$ cat config.mk
export PLATFORM = sky130hd
export DESIGN_NAME = cordic
export DESIGN_NICKNAME = d
export VERILOG_FILES = /design/src/rtl/cordic.sv
export SDC_FILE = /design/constraint.sdc
export NUM_CORES = 1
export LEC_CHECK = 0
export BUFFER_PORTS_ARGS = -buffer_cell sky130_fd_sc_hd__buf_2
export CAP_MARGIN = 0
export CORE_ASPECT_RATIO = 0.6
export CORE_MARGIN = 2
export CORE_UTILIZATION = 25
export DETAILED_ROUTE_END_ITERATION = 8
export PLACE_DENSITY_LB_ADDON = 0.3
export REMOVE_ABC_BUFFERS = 1
export SLEW_MARGIN = 20
export SYNTH_ARGS = -nofsm -noshare
export SYNTH_HDL_FRONTEND = slang
export SYNTH_SLANG_ARGS = --single-unit
$ cat constraint.sdc
create_clock -name clk -period 8.2 [get_ports clk]
set_input_delay 1.23 -clock clk [delete_from_list [all_inputs] [get_ports clk]]
set_output_delay 1.23 -clock clk [all_outputs]
set_load 0.02 [all_outputs]
$ cat src/rtl/cordic.sv
// cordic: iterative rotation-mode CORDIC producing cos/sin of a Q16.16 angle.
//
// Ports:
//   clk      system clock, rising edge
//   reset    synchronous active-high reset
//   angle    signed Q16.16 angle in radians, sampled on the start edge
//   opt      output select, sampled on the start edge
//            (00 cos only, 01 sin only, 1x both)
//   enable   level-sensitive start request / result hold
//   sin_out  signed Q16.16 sine
//   cos_out  signed Q16.16 cosine
//   done     result valid; held while enable stays high
//
// state | meaning
// ------+-----------------------------------------------------------
// IDLE  | waiting for enable; reduces angle into [-pi/2, pi/2]
// ROT   | one micro-rotation per cycle, plus one closing cycle
// FIN   | register (optionally negated) results, raise done
// DONE  | hold done until enable is seen low
module cordic #(
  parameter int ITER = 16
) (
  input  logic        clk,
  input  logic        reset,
  input  logic [31:0] angle,
  input  logic [1:0]  opt,
  input  logic        enable,
  output logic [31:0] sin_out,
  output logic [31:0] cos_out,
  output logic        done
);

  localparam logic signed [31:0] PI      = 32'sd205887;
  localparam logic signed [31:0] HALF_PI = 32'sd102944;
  localparam logic signed [31:0] TWO_PI  = 32'sd411775;
  localparam logic signed [31:0] K_GAIN  = 32'sd39797;
  localparam logic [4:0]         ITER_L  = 5'(ITER);

  typedef enum logic [1:0] {IDLE, ROT, FIN, DONE} state_t;

  state_t             state_q, state_d;
  logic signed [31:0] x_q, x_d;
  logic signed [31:0] y_q, y_d;
  logic signed [31:0] z_q, z_d;
  logic [4:0]         i_q, i_d;
  logic               neg_q, neg_d;
  logic [1:0]         opt_q, opt_d;
  logic [31:0]        cos_q, cos_d;
  logic [31:0]        sin_q, sin_d;
  logic               done_q, done_d;

  logic signed [31:0] angle_s;
  logic signed [31:0] z_wrap;
  logic signed [31:0] z_red;
  logic               neg_red;
  logic signed [31:0] x_sh;
  logic signed [31:0] y_sh;
  logic signed [31:0] atan_i;
  logic signed [31:0] x_res;
  logic signed [31:0] y_res;

  function automatic logic signed [31:0] atan_lut(input logic [3:0] idx);
    case (idx)
      4'd0:    atan_lut = 32'sd51472;
      4'd1:    atan_lut = 32'sd30386;
      4'd2:    atan_lut = 32'sd16055;
      4'd3:    atan_lut = 32'sd8150;
      4'd4:    atan_lut = 32'sd4091;
      4'd5:    atan_lut = 32'sd2047;
      4'd6:    atan_lut = 32'sd1024;
      4'd7:    atan_lut = 32'sd512;
      4'd8:    atan_lut = 32'sd256;
      4'd9:    atan_lut = 32'sd128;
      4'd10:   atan_lut = 32'sd64;
      4'd11:   atan_lut = 32'sd32;
      4'd12:   atan_lut = 32'sd16;
      4'd13:   atan_lut = 32'sd8;
      4'd14:   atan_lut = 32'sd4;
      default: atan_lut = 32'sd2;
    endcase
  endfunction

  // Quadrant reduction: one 2pi wrap into [-pi, pi], then fold the outer
  // half-plane by pi and remember to negate both results.
  always_comb begin
    angle_s = signed'(angle);
    z_wrap  = angle_s;
    if (angle_s > PI) begin
      z_wrap = angle_s - TWO_PI;
    end else if (angle_s < -PI) begin
      z_wrap = angle_s + TWO_PI;
    end
    z_red   = z_wrap;
    neg_red = 1'b0;
    if (z_wrap > HALF_PI) begin
      z_red   = z_wrap - PI;
      neg_red = 1'b1;
    end else if (z_wrap < -HALF_PI) begin
      z_red   = z_wrap + PI;
      neg_red = 1'b1;
    end
  end

  always_comb begin
    x_sh   = x_q >>> i_q;
    y_sh   = y_q >>> i_q;
    atan_i = atan_lut(i_q[3:0]);
    x_res  = neg_q ? -x_q : x_q;
    y_res  = neg_q ? -y_q : y_q;
  end

  always_comb begin
    state_d = state_q;
    x_d     = x_q;
    y_d     = y_q;
    z_d     = z_q;
    i_d     = i_q;
    neg_d   = neg_q;
    opt_d   = opt_q;
    cos_d   = cos_q;
    sin_d   = sin_q;
    done_d  = done_q;

    case (state_q)
      IDLE: begin
        if (enable) begin
          opt_d   = opt;
          z_d     = z_red;
          neg_d   = neg_red;
          x_d     = K_GAIN;
          y_d     = '0;
          i_d     = '0;
          state_d = ROT;
        end
      end
      ROT: begin
        // After the last micro-rotation i equals ITER; that closing cycle
        // only hands over to FIN.
        if (i_q == ITER_L) begin
          state_d = FIN;
        end else begin
          if (!z_q[31]) begin
            x_d = x_q - y_sh;
            y_d = y_q + x_sh;
            z_d = z_q - atan_i;
          end else begin
            x_d = x_q + y_sh;
            y_d = y_q - x_sh;
            z_d = z_q + atan_i;
          end
          i_d = i_q + 5'd1;
        end
      end
      FIN: begin
        cos_d   = (opt_q != 2'b01) ? x_res : '0;
        sin_d   = (opt_q != 2'b00) ? y_res : '0;
        done_d  = 1'b1;
        state_d = DONE;
      end
      DONE: begin
        if (!enable) begin
          done_d  = 1'b0;
          state_d = IDLE;
        end
      end
      default: state_d = IDLE;
    endcase
  end

  always_ff @(posedge clk) begin
    if (reset) begin
      state_q <= IDLE;
      x_q     <= '0;
      y_q     <= '0;
      z_q     <= '0;
      i_q     <= '0;
      neg_q   <= 1'b0;
      opt_q   <= '0;
      cos_q   <= '0;
      sin_q   <= '0;
      done_q  <= 1'b0;
    end else begin
      state_q <= state_d;
      x_q     <= x_d;
      y_q     <= y_d;
      z_q     <= z_d;
      i_q     <= i_d;
      neg_q   <= neg_d;
      opt_q   <= opt_d;
      cos_q   <= cos_d;
      sin_q   <= sin_d;
      done_q  <= done_d;
    end
  end

  assign cos_out = cos_q;
  assign sin_out = sin_q;
  assign done    = done_q;

endmodule

==> results of run 1 <==
[state kept, by name, indices dropped and copies added (netlist names)]
signal and cells:
state_q 2, x_q 32, neg_q 1, done 1, sin_out 32, i_q 5, atan_i 16, y_q 32
cos_out 32, z_q 32, opt_q 2
[power groups by stage]
stage,registers [W],logic [W],clock network [W]
2_1_floorplan,0.00149,0.00584,0
6_report,0.00162,0.00769,0.000946
3_5_place_dp,0.00164,0.00754,0
3_3_place_gp,0.00164,0.00756,0
4_1_cts,0.00161,0.00759,0.000985
5_1_grt,0.00167,0.00857,0.00102
[final cells by class]
| cell class | count | area share (%) |
|---|---|---|
| Tap cell | 1134 | 6.12 |
| Multi-Input combinational cell | 2246 | 70.2 |
| Inverter | 76 | 1.23 |
| Sequential cell | 187 | 16.2 |
| Clock buffer | 17 | 1.83 |
| Clock inverter | 15 | 0.971 |
| Timing Repair Buffer | 139 | 3.47 |
[worst reg2reg max path: stages, from the launching register on]
cell	delay [ns]
dfxtp_4	0.98
buf_4	0.43
mux4_2	0.57
mux4_2	0.46
mux2i_1	0.25
o211ai_1	0.19
nor3b_1	0.40
nand3_1	0.17
nor4_1	0.28
and2_1	0.31
a21oi_1	0.11
xor2_1	0.18
ha_1	0.34
a21oi_1	0.29
nor2b_1	0.23
o2bb2ai_1	0.13
a21oi_1	0.08
a31oi_1	0.34
o2111ai_1	0.21
a31o_2	0.30
a21o_1	0.20
a31o_2	0.25
xnor2_1	0.13
or3_1	0.30
o21ai_0	0.07
[Yosys cell counts, types with 18 or more instances]
master    number
nor3_1        63
nand4_1       25
clkbuf_1     140
and2_1        28
mux2_2        32
buf_1         19
a31oi_1       42
nand2b_1      26
xor2_1        79
nor2b_1       83
a211oi_1      42
ha_1         117
nand2_1      191
inv_1         74
dfxtp_1      187
o31ai_1       26
and3_1        21
o21ai_0      129
mux4_2        91
nor2_1       314
nor4_1        26
a22oi_1       44
mux2i_1       39
or3_1         30
a21o_1        35
o21a_1        29
nand3_1       47
o211ai_1      18
a21oi_1      240
buf_2         19
xnor2_1      178
o22ai_1       20
[layer usage]
layer	up-vias	part of all wire (%)	global-route usage (%)
li1	9862	-	-
met1	9533	55	27.4
met2	711	35	19.1
met3	28	9.3	4.59
met4	0	0.73	2.60
met5	-	0	0
[cells by family after synthesis]
family,count (synthesis),synth area share [%]
XOR/XNOR,257,10.7
AND/OR/NAND/NOR,928,21.7
buffers and inverters,261,4.92
adder cells (fa/ha/maj),120,7.25
AO/OA/AOI/OAI,779,24.3
multiplexers,162,13.3
flip-flops,187,17.8
[layout by cell type, fill, tap and decap left out, types with 14 or more instances in the layout]
| cell | Yosys | layout |
|---|---|---|
| clkbuf_16 | 0 | 17 |
| nand4_1 | 25 | 25 |
| nor2b_1 | 83 | 83 |
| and3_1 | 21 | 21 |
| mux4_2 | 91 | 91 |
| mux2i_1 | 39 | 39 |
| buf_2 | 19 | 100 |
| o31ai_1 | 26 | 26 |
| nor2_1 | 314 | 311 |
| a21o_1 | 35 | 35 |
| inv_1 | 74 | 74 |
| a22oi_1 | 44 | 44 |
| ha_1 | 117 | 116 |
| a211oi_1 | 42 | 42 |
| or3_1 | 30 | 30 |
| xor2_1 | 79 | 79 |
| dfxtp_1 | 187 | 180 |
| a31oi_1 | 42 | 42 |
| o21bai_1 | 14 | 14 |
| o211ai_1 | 18 | 18 |
| o21a_1 | 29 | 29 |
| nor4_1 | 26 | 25 |
| nand2_1 | 191 | 191 |
| xnor2_1 | 178 | 178 |
| nand2b_1 | 26 | 26 |
| mux2_2 | 32 | 32 |
| a21oi_1 | 240 | 240 |
| buf_4 | 4 | 38 |
| nor3_1 | 63 | 63 |
| o22ai_1 | 20 | 20 |
| and2_1 | 28 | 28 |
| nand3_1 | 47 | 47 |
| or2_2 | 14 | 14 |
| o21ai_0 | 129 | 128 |
[metrics by stage]
stage               hold WS [ns]  power (W)  area (um^2)  setup WS (ns)
global route               0.499     0.0113        23200          0.288
floorplan                  0.433    0.00733        20300          0.145
finish                     0.467     0.0103        23200          0.947
CTS                        0.472     0.0102        23200          0.996
detailed placement         0.460    0.00917        22500           1.04
global placement           0.455    0.00920        22500           1.17
[path summary, 6_finish.rpt]
kind | to | slack, ns | startpoint
max reg2reg | y_q[31] | 0.95 | i_q[0]
max | y_q[31] | 0.95 | i_q[0]
min | z_q[2] | 0.47 | z_q[2]
min reg2reg | z_q[2] | 0.47 | z_q[2]
==> flow_results.xml, run 1 <==
<?xml version="1.0" encoding="UTF-8"?>
<metrics>
  <group name="sta">
    <metric name="setup_viol" unit="">0</metric>
    <metric name="timing.slew.headroom" unit="%">25.5</metric>
    <metric name="min_period" unit="ns">7.25</metric>
    <metric name="unrepaired_setup_endpoints_after_global_routing" unit="">false</metric>
    <metric name="worst_margin_pin_slew" unit="ns">1.11</metric>
    <metric name="hold_violations" unit="">0</metric>
    <metric name="timing.final.crit_share" unit="%">88.5</metric>
    <metric name="timing_max_transition_violations_final" unit="">0</metric>
    <metric name="achievable-frequency" unit="MHz">138</metric>
    <metric name="fin_worst_skew" unit="ns">0.0134</metric>
    <metric name="accumulated_negative_setup_slack" unit="ns">0</metric>
  </group>
  <group name="critical_path">
    <metric name="critical_path.startpoint_type" unit="">flop</metric>
    <metric name="path_delay_family" unit="">compound AO/OA/AOI/OAI gates</metric>
    <metric name="crit_buf_inv" unit="">1</metric>
    <metric name="crit_path_end_kind" unit="">flop</metric>
    <metric name="cp.required" unit="ns">8.61</metric>
    <metric name="cp_common_cell" unit="">a21oi_1</metric>
    <metric name="cp_cell_sequence" unit="">buf_4 -&gt; mux4_2 -&gt; mux4_2 -&gt; mux2i_1 -&gt; o211ai_1 -&gt; nor3b_1 -&gt; nand3_1 -&gt; nor4_1 -&gt; and2_1 -&gt; a21oi_1 -&gt; xor2_1 -&gt; ha_1 -&gt; a21oi_1 -&gt; nor2b_1 -&gt; o2bb2ai_1 -&gt; a21oi_1 -&gt; a31oi_1 -&gt; o2111ai_1 -&gt; a31o_2 -&gt; a21o_1 -&gt; a31o_2 -&gt; xnor2_1 -&gt; or3_1 -&gt; o21ai_0</metric>
    <metric name="critical_path.max_stage_delay" unit="ns">0.98</metric>
    <metric name="critical_path_data_arrival_time" unit="ns">7.66</metric>
    <metric name="critical_path_cell_count" unit="">24</metric>
    <metric name="critical_path_peak_fanout" unit="">58</metric>
    <metric name="timing.critical_path.slowest_stage_cell" unit="">dfxtp_4</metric>
    <metric name="worstSetupPathType" unit="">flop to flop</metric>
    <metric name="reg2reg_depth" unit="">24</metric>
  </group>
  <group name="die">
    <metric name="initial_core_utilization" unit="%">25.2</metric>
    <metric name="fp-row-count" unit="">82</metric>
    <metric name="die_h" unit="um">229</metric>
    <metric name="floorplan.io_pins" unit="">102</metric>
    <metric name="die_area" unit="um^2">86500</metric>
    <metric name="dieWidth" unit="um">378</metric>
    <metric name="floorplan.core_area" unit="um^2">83400</metric>
  </group>
  <group name="logic_synthesis">
    <metric name="synth-edff-count" unit="">0</metric>
    <metric name="syn_avg_cell_area" unit="um^2">7.80</metric>
    <metric name="commonest_register_cell_after_synthesis" unit="">dfxtp_1</metric>
    <metric name="synthDistinctLibCells" unit="">106</metric>
    <metric name="post_synth_instance_area" unit="um^2">21000</metric>
    <metric name="synthCells" unit="">2694</metric>
    <metric name="synth-seq-cells" unit="">187</metric>
    <metric name="synth_seq_area_share" unit="%">17.8</metric>
    <metric name="yosys-top-cells-area" unit="">dfxtp_1 (18%), mux4_2 (9.8%), xnor2_1 (7.4%)</metric>
    <metric name="synthDominantCellAreaShare" unit="%">17.8</metric>
    <metric name="synth_top_area_cell" unit="">dfxtp_1</metric>
    <metric name="postSynth.asyncResetShare" unit="%">0</metric>
    <metric name="yosys_warnings" unit="">0</metric>
  </group>
  <group name="power_and_ir_drop">
    <metric name="p_per_area" unit="nW/um^2">442</metric>
    <metric name="power_switching" unit="W">0.00536</metric>
    <metric name="share_comb_of_total_power" unit="%">74.9</metric>
    <metric name="power.leakage" unit="nW">8.94</metric>
    <metric name="p_int" unit="W">0.00490</metric>
    <metric name="switching_power_share_of_the_total" unit="%">52.3</metric>
    <metric name="sequentialPowerShare" unit="%">15.8</metric>
    <metric name="vdd.ir_drop.worst" unit="mV">0.239</metric>
    <metric name="clock_power_share" unit="%">9.2</metric>
  </group>
  <group name="clock_tree">
    <metric name="cts_root_cell" unit="">clkbuf_16</metric>
    <metric name="cts_buffer_depth" unit="">2</metric>
    <metric name="cts_num_sinks" unit="">187</metric>
    <metric name="cts_buffers" unit="">17</metric>
    <metric name="postCtsSetupRepairBufs" unit="">0</metric>
    <metric name="insertion_delay" unit="ns">0.48</metric>
    <metric name="postCtsHoldBufs" unit="">0</metric>
    <metric name="clk_pin_slew" unit="ns">0.08</metric>
    <metric name="cts_htree_levels" unit="">4</metric>
    <metric name="tritoncts_clock_tree" unit="">yes</metric>
    <metric name="postCtsResizedCells" unit="">0</metric>
  </group>
  <group name="grt">
    <metric name="maximum_number_of_pins_on_one_net_before_global_route_repair" unit="">77</metric>
    <metric name="globalRouteTotalUtil" unit="%">16.2</metric>
    <metric name="first_global_vias" unit="">18100</metric>
    <metric name="grt_overflow" unit="">0</metric>
    <metric name="first_pass_grt_wire_length" unit="mm">111</metric>
    <metric name="grt_antenna_before_repair" unit="">0</metric>
  </group>
  <group name="place">
    <metric name="dp_hpwl" unit="mm">54.6</metric>
    <metric name="port_buffers" unit="">101</metric>
    <metric name="placed_cells_incl_taps" unit="">3782</metric>
    <metric name="gp_congestion" unit="">0.931</metric>
  </group>
  <group name="run_status">
    <metric name="status" unit="">complete, no violations</metric>
  </group>
  <group name="routing">
    <metric name="vias_per_cell" unit="">5.28</metric>
    <metric name="postRouteAntennaNets" unit="">0</metric>
    <metric name="detail_route.wl_per_cell" unit="um">18.6</metric>
    <metric name="drc" unit="">0</metric>
    <metric name="drtIter0Drc" unit="">1976</metric>
    <metric name="routed_wirelength" unit="mm">70.8</metric>
    <metric name="total_via_count_in_the_routed_design" unit="">20100</metric>
    <metric name="drtPass1Iterations" unit="">5</metric>
  </group>
  <group name="layout">
    <metric name="multi_input_comb_area" unit="um^2">16300</metric>
    <metric name="n_antenna_cell" unit="">0</metric>
    <metric name="fin_cells" unit="">3814</metric>
    <metric name="ff_latch_area" unit="um^2">3760</metric>
    <metric name="final_layout_size_suffix_gt1_share" unit="%">13.4</metric>
    <metric name="area_growth_synth_to_finish" unit="%">10.3</metric>
    <metric name="design.final.nets" unit="">2824</metric>
    <metric name="finalCoreUtilization" unit="%">27.8</metric>
    <metric name="num-fill-cells" unit="">9056</metric>
  </group>
  <group name="min_path">
    <metric name="timing.hold.worst_path_depth" unit="">2</metric>
    <metric name="hold_path.class" unit="">flop to flop</metric>
  </group>
  <group name="run">
    <metric name="maxCapViolCount" unit="">0</metric>
  </group>
</metrics>
(Power assumes the default switching activity.)
==> run 2: changes to the inputs <==
==> constraint.sdc (replaced) <==
create_clock -name clk -period 8.2 [get_ports clk]
set_input_delay 0 -clock clk [delete_from_list [all_inputs] [get_ports clk]]
set_output_delay 0 -clock clk [all_outputs]
set_load 0.02 [all_outputs]
==> flow_results.xml, run 2 (synthesis gave the netlist of run 1 again) <==
<?xml version="1.0" encoding="UTF-8"?>
<metrics>
  <group name="power_and_ir_drop">
    <metric name="power.leakage" unit="nW">8.93</metric>
    <metric name="sequentialPowerShare" unit="%">15.9</metric>
    <metric name="power_switching" unit="W">0.00539</metric>
    <metric name="p_per_area" unit="nW/um^2">441</metric>
    <metric name="share_comb_of_total_power" unit="%">75.4</metric>
    <metric name="p_int" unit="W">0.00484</metric>
    <metric name="vdd.ir_drop.worst" unit="mV">0.237</metric>
    <metric name="totalPowerFinal" unit="W">0.0102</metric>
    <metric name="switching_power_share_of_the_total" unit="%">52.7</metric>
    <metric name="clock_power_share" unit="%">8.8</metric>
  </group>
  <group name="sta">
    <metric name="worst_margin_pin_slew" unit="ns">1.10</metric>
    <metric name="fin_worst_skew" unit="ns">0.0219</metric>
    <metric name="timing_max_transition_violations_final" unit="">0</metric>
    <metric name="setup_viol" unit="">0</metric>
    <metric name="min_period" unit="ns">7.22</metric>
    <metric name="hold_violations" unit="">0</metric>
    <metric name="timing.slew.headroom" unit="%">26.7</metric>
    <metric name="achievable-frequency" unit="MHz">139</metric>
    <metric name="timing.final.crit_share" unit="%">88.0</metric>
    <metric name="unrepaired_setup_endpoints_after_global_routing" unit="">false</metric>
    <metric name="accumulated_negative_setup_slack" unit="ns">0</metric>
  </group>
  <group name="die">
    <metric name="dieWidth" unit="um">378</metric>
    <metric name="floorplan.io_pins" unit="">102</metric>
    <metric name="die_area" unit="um^2">86500</metric>
    <metric name="initial_core_utilization" unit="%">25.2</metric>
    <metric name="fp-row-count" unit="">82</metric>
    <metric name="floorplan.core_area" unit="um^2">83400</metric>
    <metric name="die_h" unit="um">229</metric>
  </group>
  <group name="clock_tree">
    <metric name="insertion_delay" unit="ns">0.50</metric>
    <metric name="cts_num_sinks" unit="">187</metric>
    <metric name="clk_pin_slew" unit="ns">0.08</metric>
    <metric name="tritoncts_clock_tree" unit="">yes</metric>
    <metric name="postCtsResizedCells" unit="">0</metric>
    <metric name="postCtsSetupRepairBufs" unit="">0</metric>
    <metric name="cts_buffers" unit="">17</metric>
    <metric name="postCtsHoldBufs" unit="">6</metric>
    <metric name="cts_htree_levels" unit="">4</metric>
    <metric name="cts_root_cell" unit="">clkbuf_16</metric>
    <metric name="cts_buffer_depth" unit="">2</metric>
  </group>
  <group name="grt">
    <metric name="met3_usage" unit="%">4.98</metric>
    <metric name="maximum_number_of_pins_on_one_net_before_global_route_repair" unit="">77</metric>
    <metric name="first_global_vias" unit="">18100</metric>
    <metric name="grt_overflow" unit="">0</metric>
    <metric name="grt_antenna_before_repair" unit="">0</metric>
    <metric name="groute.layer.met1.usage" unit="%">27.4</metric>
    <metric name="gr-usage-met2" unit="%">19.0</metric>
    <metric name="first_pass_grt_wire_length" unit="mm">111</metric>
    <metric name="grt-busiest-layer" unit="">met1</metric>
    <metric name="globalRouteTotalUtil" unit="%">16.2</metric>
  </group>
  <group name="routing">
    <metric name="routed_wirelength" unit="mm">71.2</metric>
    <metric name="postRouteAntennaNets" unit="">0</metric>
    <metric name="total_via_count_in_the_routed_design" unit="">20300</metric>
    <metric name="drtIter0Drc" unit="">2111</metric>
    <metric name="drtPass1Iterations" unit="">6</metric>
    <metric name="drc" unit="">0</metric>
    <metric name="detail_route.wl_per_cell" unit="um">18.6</metric>
    <metric name="vias_per_cell" unit="">5.31</metric>
  </group>
  <group name="critical_path">
    <metric name="cp_common_cell" unit="">a21oi_1</metric>
    <metric name="cp_cell_sequence" unit="">buf_4 -&gt; mux4_2 -&gt; mux4_2 -&gt; mux2i_1 -&gt; o211ai_1 -&gt; nor3b_1 -&gt; nand3_1 -&gt; nor4_1 -&gt; and2_1 -&gt; a21oi_1 -&gt; xor2_1 -&gt; ha_1 -&gt; a21oi_1 -&gt; nor2b_1 -&gt; o2bb2ai_1 -&gt; a21oi_1 -&gt; a31oi_1 -&gt; o2111ai_1 -&gt; a31o_2 -&gt; a21o_1 -&gt; a31o_2 -&gt; xnor2_1 -&gt; or3_1 -&gt; o21ai_0</metric>
    <metric name="critical_path.max_stage_delay" unit="ns">0.98</metric>
    <metric name="cp.required" unit="ns">8.62</metric>
    <metric name="path_delay_family" unit="">compound AO/OA/AOI/OAI gates</metric>
    <metric name="crit_path_end_kind" unit="">flop</metric>
    <metric name="crit_buf_inv" unit="">1</metric>
    <metric name="timing.critical_path.slowest_stage_cell" unit="">dfxtp_4</metric>
    <metric name="reg2reg_depth" unit="">24</metric>
    <metric name="critical_path.startpoint_type" unit="">flop</metric>
    <metric name="critical_path_peak_fanout" unit="">58</metric>
    <metric name="worstSetupPathType" unit="">flop to flop</metric>
    <metric name="critical_path_cell_count" unit="">24</metric>
    <metric name="critical_path_data_arrival_time" unit="ns">7.64</metric>
  </group>
  <group name="place">
    <metric name="dp_hpwl" unit="mm">54.7</metric>
    <metric name="port_buffers" unit="">101</metric>
    <metric name="postPlaceCellArea" unit="um^2">22500</metric>
    <metric name="gp_congestion" unit="">0.935</metric>
    <metric name="placed_cells_incl_taps" unit="">3781</metric>
  </group>
  <group name="layout">
    <metric name="ff_latch_area" unit="um^2">3760</metric>
    <metric name="fin_cells" unit="">3819</metric>
    <metric name="layout_commonest_cell" unit="">nor2_1</metric>
    <metric name="multi_input_comb_area" unit="um^2">16300</metric>
    <metric name="final_cell_mix" unit="">nor2_1 (311), a21oi_1 (240), nand2_1 (191)</metric>
    <metric name="n_antenna_cell" unit="">0</metric>
    <metric name="area_growth_synth_to_finish" unit="%">10.4</metric>
    <metric name="design.final.nets" unit="">2829</metric>
    <metric name="final_layout_size_suffix_gt1_share" unit="%">13.3</metric>
    <metric name="num-fill-cells" unit="">9042</metric>
    <metric name="finalCoreUtilization" unit="%">27.8</metric>
    <metric name="finish.instance_area" unit="um^2">23200</metric>
  </group>
  <group name="min_path">
    <metric name="timing.hold.worst_path_depth" unit="">4</metric>
    <metric name="hold_path.class" unit="">input pin to flop</metric>
  </group>
  <group name="run">
    <metric name="maxCapViolCount" unit="">0</metric>
  </group>
  <group name="run_status">
    <metric name="status" unit="">complete, no violations</metric>
  </group>
</metrics>
run 2: changes by cell type in the layout (fill, tap and decap cells not counted), sizes merged:
cell	change
bufinv	-2
clkinv	+1
clkinvlp	+1
dlygate4sd3	+6
buf	-1
run 2: metrics by stage:
step           hold slack, ns  worst slack, ns
2_1_floorplan          0.0691            0.145
3_3_place_gp            0.269             1.17
3_5_place_dp            0.272             1.06
4_1_cts                0.0506             1.00
5_1_grt                0.0950            0.362
6_report               0.0729            0.980
run 2: worst paths after layout:
| check | from | endpoint | slack (ns) |
|---|---|---|---|
| min reg2reg | z_q[2] | z_q[2] | 0.48 |
| min | angle[25] | z_q[25] | 0.07 |
| max reg2reg | i_q[0] | y_q[31] | 0.98 |
| max | i_q[0] | y_q[31] | 0.98 |
run 2: per-layer routing:
metal / vias to the layer above / share of wire (%)
li1: 9898 / -
met1: 9716 / 55
met2: 635 / 35
met3: 32 / 9.2
met4: 0 / 0.85
met5: - / 0
run 2: cell type report:
class	instances	share of cell area, %
Clock buffer	17	1.83
Clock inverter	15	0.766
Inverter	76	1.23
Multi-Input combinational cell	2246	70.1
Sequential cell	187	16.2
Tap cell	1134	6.12
Timing Repair Buffer	144	3.70
run 2: worst min-delay path, stage by stage:
cell and delay (ns):
buf_2 0.11, xor2_1 0.16, xnor2_1 0.18, a211oi_1 0.06
run 2: power groups by stage:
stage / sequential, W / clock, W / combinational, W
floorplan: 0.00149 / 0 / 0.00584
global placement: 0.00164 / 0 / 0.00756
detailed placement: 0.00164 / 0 / 0.00755
CTS: 0.00161 / 0.000928 / 0.00761
global route: 0.00167 / 0.000967 / 0.00853
finish: 0.00162 / 0.000897 / 0.00770
==> run 3: changes to the inputs <==
Settings changed: GPL_TIMING_DRIVEN set to 0.
==> flow_results.xml, run 3 (synthesis gave the netlist of run 1 again) <==
<?xml version="1.0" encoding="UTF-8"?>
<metrics>
  <group name="sta">
    <metric name="timing.slew.headroom" unit="%">28.6</metric>
    <metric name="unrepaired_setup_endpoints_after_global_routing" unit="">false</metric>
    <metric name="fin_ws" unit="ns">0.769</metric>
    <metric name="min_period" unit="ns">7.43</metric>
    <metric name="hold_violations" unit="">0</metric>
    <metric name="achievable-frequency" unit="MHz">135</metric>
    <metric name="timing_max_transition_violations_final" unit="">0</metric>
    <metric name="accumulated_negative_setup_slack" unit="ns">0</metric>
    <metric name="fin_worst_skew" unit="ns">0.0227</metric>
    <metric name="finalHoldWorstSlack" unit="ns">0.0924</metric>
    <metric name="worst_margin_pin_slew" unit="ns">1.07</metric>
    <metric name="setup_viol" unit="">0</metric>
    <metric name="timing.final.crit_share" unit="%">90.6</metric>
  </group>
  <group name="routing">
    <metric name="detail_route.wl_per_cell" unit="um">18.5</metric>
    <metric name="drtPass1Iterations" unit="">6</metric>
    <metric name="vias_per_cell" unit="">5.30</metric>
    <metric name="postRouteAntennaNets" unit="">0</metric>
    <metric name="routed_wirelength" unit="mm">70.1</metric>
    <metric name="drtIter0Drc" unit="">1908</metric>
    <metric name="drc" unit="">0</metric>
    <metric name="total_via_count_in_the_routed_design" unit="">20100</metric>
  </group>
  <group name="clock_tree">
    <metric name="clk_pin_slew" unit="ns">0.10</metric>
    <metric name="cts_num_sinks" unit="">187</metric>
    <metric name="cts_buffers" unit="">17</metric>
    <metric name="cts_buffer_depth" unit="">2</metric>
    <metric name="cts_root_cell" unit="">clkbuf_16</metric>
    <metric name="tritoncts_clock_tree" unit="">yes</metric>
    <metric name="cts_htree_levels" unit="">4</metric>
    <metric name="insertion_delay" unit="ns">0.48</metric>
    <metric name="postCtsSetupRepairBufs" unit="">0</metric>
  </group>
  <group name="grt">
    <metric name="groute.layer.met1.usage" unit="%">27.6</metric>
    <metric name="maximum_number_of_pins_on_one_net_before_global_route_repair" unit="">89</metric>
    <metric name="met3_usage" unit="%">4.02</metric>
    <metric name="first_pass_grt_wire_length" unit="mm">110</metric>
    <metric name="grt_overflow" unit="">0</metric>
    <metric name="gr-usage-met2" unit="%">18.1</metric>
    <metric name="first_global_vias" unit="">17700</metric>
    <metric name="globalRouteTotalUtil" unit="%">15.9</metric>
    <metric name="grt-busiest-layer" unit="">met1</metric>
    <metric name="grt_antenna_before_repair" unit="">0</metric>
  </group>
  <group name="min_path">
    <metric name="hold_path.class" unit="">input pin to flop</metric>
  </group>
  <group name="place">
    <metric name="postPlaceCellArea" unit="um^2">22700</metric>
    <metric name="dpl_worst_slack" unit="ns">0.714</metric>
    <metric name="dp_hpwl" unit="mm">53.9</metric>
    <metric name="port_buffers" unit="">101</metric>
    <metric name="gp_congestion" unit="">0.920</metric>
  </group>
  <group name="die">
    <metric name="floorplan.core_area" unit="um^2">83400</metric>
    <metric name="dieWidth" unit="um">378</metric>
    <metric name="die_h" unit="um">229</metric>
    <metric name="fp-row-count" unit="">82</metric>
    <metric name="initial_core_utilization" unit="%">25.2</metric>
    <metric name="die_area" unit="um^2">86500</metric>
    <metric name="floorplan.io_pins" unit="">102</metric>
  </group>
  <group name="layout">
    <metric name="design.final.nets" unit="">2808</metric>
    <metric name="n_antenna_cell" unit="">0</metric>
    <metric name="final_layout_size_suffix_gt1_share" unit="%">12.9</metric>
    <metric name="layout_commonest_cell" unit="">nor2_1</metric>
    <metric name="area_growth_synth_to_finish" unit="%">10.9</metric>
    <metric name="finish.instance_area" unit="um^2">23300</metric>
    <metric name="final_cell_mix" unit="">nor2_1 (309), a21oi_1 (239), nand2_1 (190)</metric>
  </group>
  <group name="power_and_ir_drop">
    <metric name="clock_power_share" unit="%">8.4</metric>
    <metric name="power.leakage" unit="nW">8.91</metric>
    <metric name="sequentialPowerShare" unit="%">15.2</metric>
    <metric name="p_int" unit="W">0.00485</metric>
    <metric name="switching_power_share_of_the_total" unit="%">52.6</metric>
    <metric name="share_comb_of_total_power" unit="%">76.5</metric>
    <metric name="vdd.ir_drop.worst" unit="mV">0.214</metric>
    <metric name="power_switching" unit="W">0.00538</metric>
    <metric name="p_per_area" unit="nW/um^2">439</metric>
  </group>
  <group name="run">
    <metric name="maxCapViolCount" unit="">0</metric>
  </group>
  <group name="critical_path">
    <metric name="cp.required" unit="ns">8.54</metric>
    <metric name="worstSetupPathType" unit="">flop to flop</metric>
    <metric name="critical_path_peak_fanout" unit="">36</metric>
    <metric name="critical_path_data_arrival_time" unit="ns">7.77</metric>
    <metric name="critical_path.startpoint_type" unit="">flop</metric>
    <metric name="crit_path_end_kind" unit="">flop</metric>
  </group>
  <group name="run_status">
    <metric name="status" unit="">complete, no violations</metric>
  </group>
</metrics>
[run 3: routing by layer]
| metal | up-vias | part of all wire (%) |
|---|---|---|
| met5 | - | 0 |
| met4 | 0 | 0.71 |
| met3 | 30 | 8.7 |
| met2 | 663 | 34 |
| met1 | 9622 | 57 |
| li1 | 9816 | - |
[run 3: area by class of cell]
class | instances | area (um^2)
clock buffers | 18 | 429
clock inverters | 14 | 144
fillers | 9055 | 60100
repair buffers | 123 | 921
well taps | 1134 | 1420
inverters | 76 | 285
flip-flops and latches | 187 | 3760
multi-input cells | 2246 | 16400
[run 3: power groups by stage]
stage	Combinational (W)	Sequential (W)	Clock (W)
finish	0.00782	0.00155	0.000858
global route	0.00867	0.00161	0.000919
CTS	0.00772	0.00155	0.000885
detailed placement	0.00765	0.00157	0
global placement	0.00747	0.00163	0
floorplan	0.00584	0.00149	0
[run 3: stage by stage]
| step | instances | util [%] | power [W] |
|---|---|---|---|
| after global placement | 3744 | 26.6 | 0.00910 |
| final | 3798 | 28.0 | 0.0102 |
| after global routing | 3798 | 28.0 | 0.0112 |
| after floorplan | 2509 | - | 0.00733 |
| after CTS | 3798 | 27.9 | 0.0101 |
| after detailed placement | 3760 | 27.2 | 0.00922 |
[run 3: critical path, stage by stage, from the launching register on]
cell	delay, ns
dfxtp_4	0.76
buf_16	0.31
mux4_2	0.62
mux4_2	0.61
or3_1	0.41
a21oi_1	0.22
and3_1	0.28
o2111ai_2	0.19
nor4_4	0.40
a31oi_1	0.17
xor2_1	0.18
ha_1	0.24
or3_1	0.37
a2111oi_2	0.62
o31ai_1	0.28
o211ai_1	0.32
a21boi_0	0.15
o21ai_0	0.30
a31oi_1	0.19
o21ai_0	0.23
a21boi_0	0.15
xnor2_1	0.16
o21ai_0	0.08
[run 3: timing repair]
action	4_1_cts	5_1_grt
endpoints found under the setup margin	0	1
hold buffers	6	0
hold endpoints to repair	54	0
gates resized for setup	0	1
[run 3: worst paths after layout]
check | depth (start not counted) | end | startpoint | slack (ns)
setup / recovery | 22 | x_q[30] | i_q[0] | 0.77
hold / removal | 4 | z_q[25] | angle[25] | 0.09
setup reg to reg | 22 | x_q[30] | i_q[0] | 0.77
hold reg to reg | 2 | z_q[14] | z_q[14] | 0.47
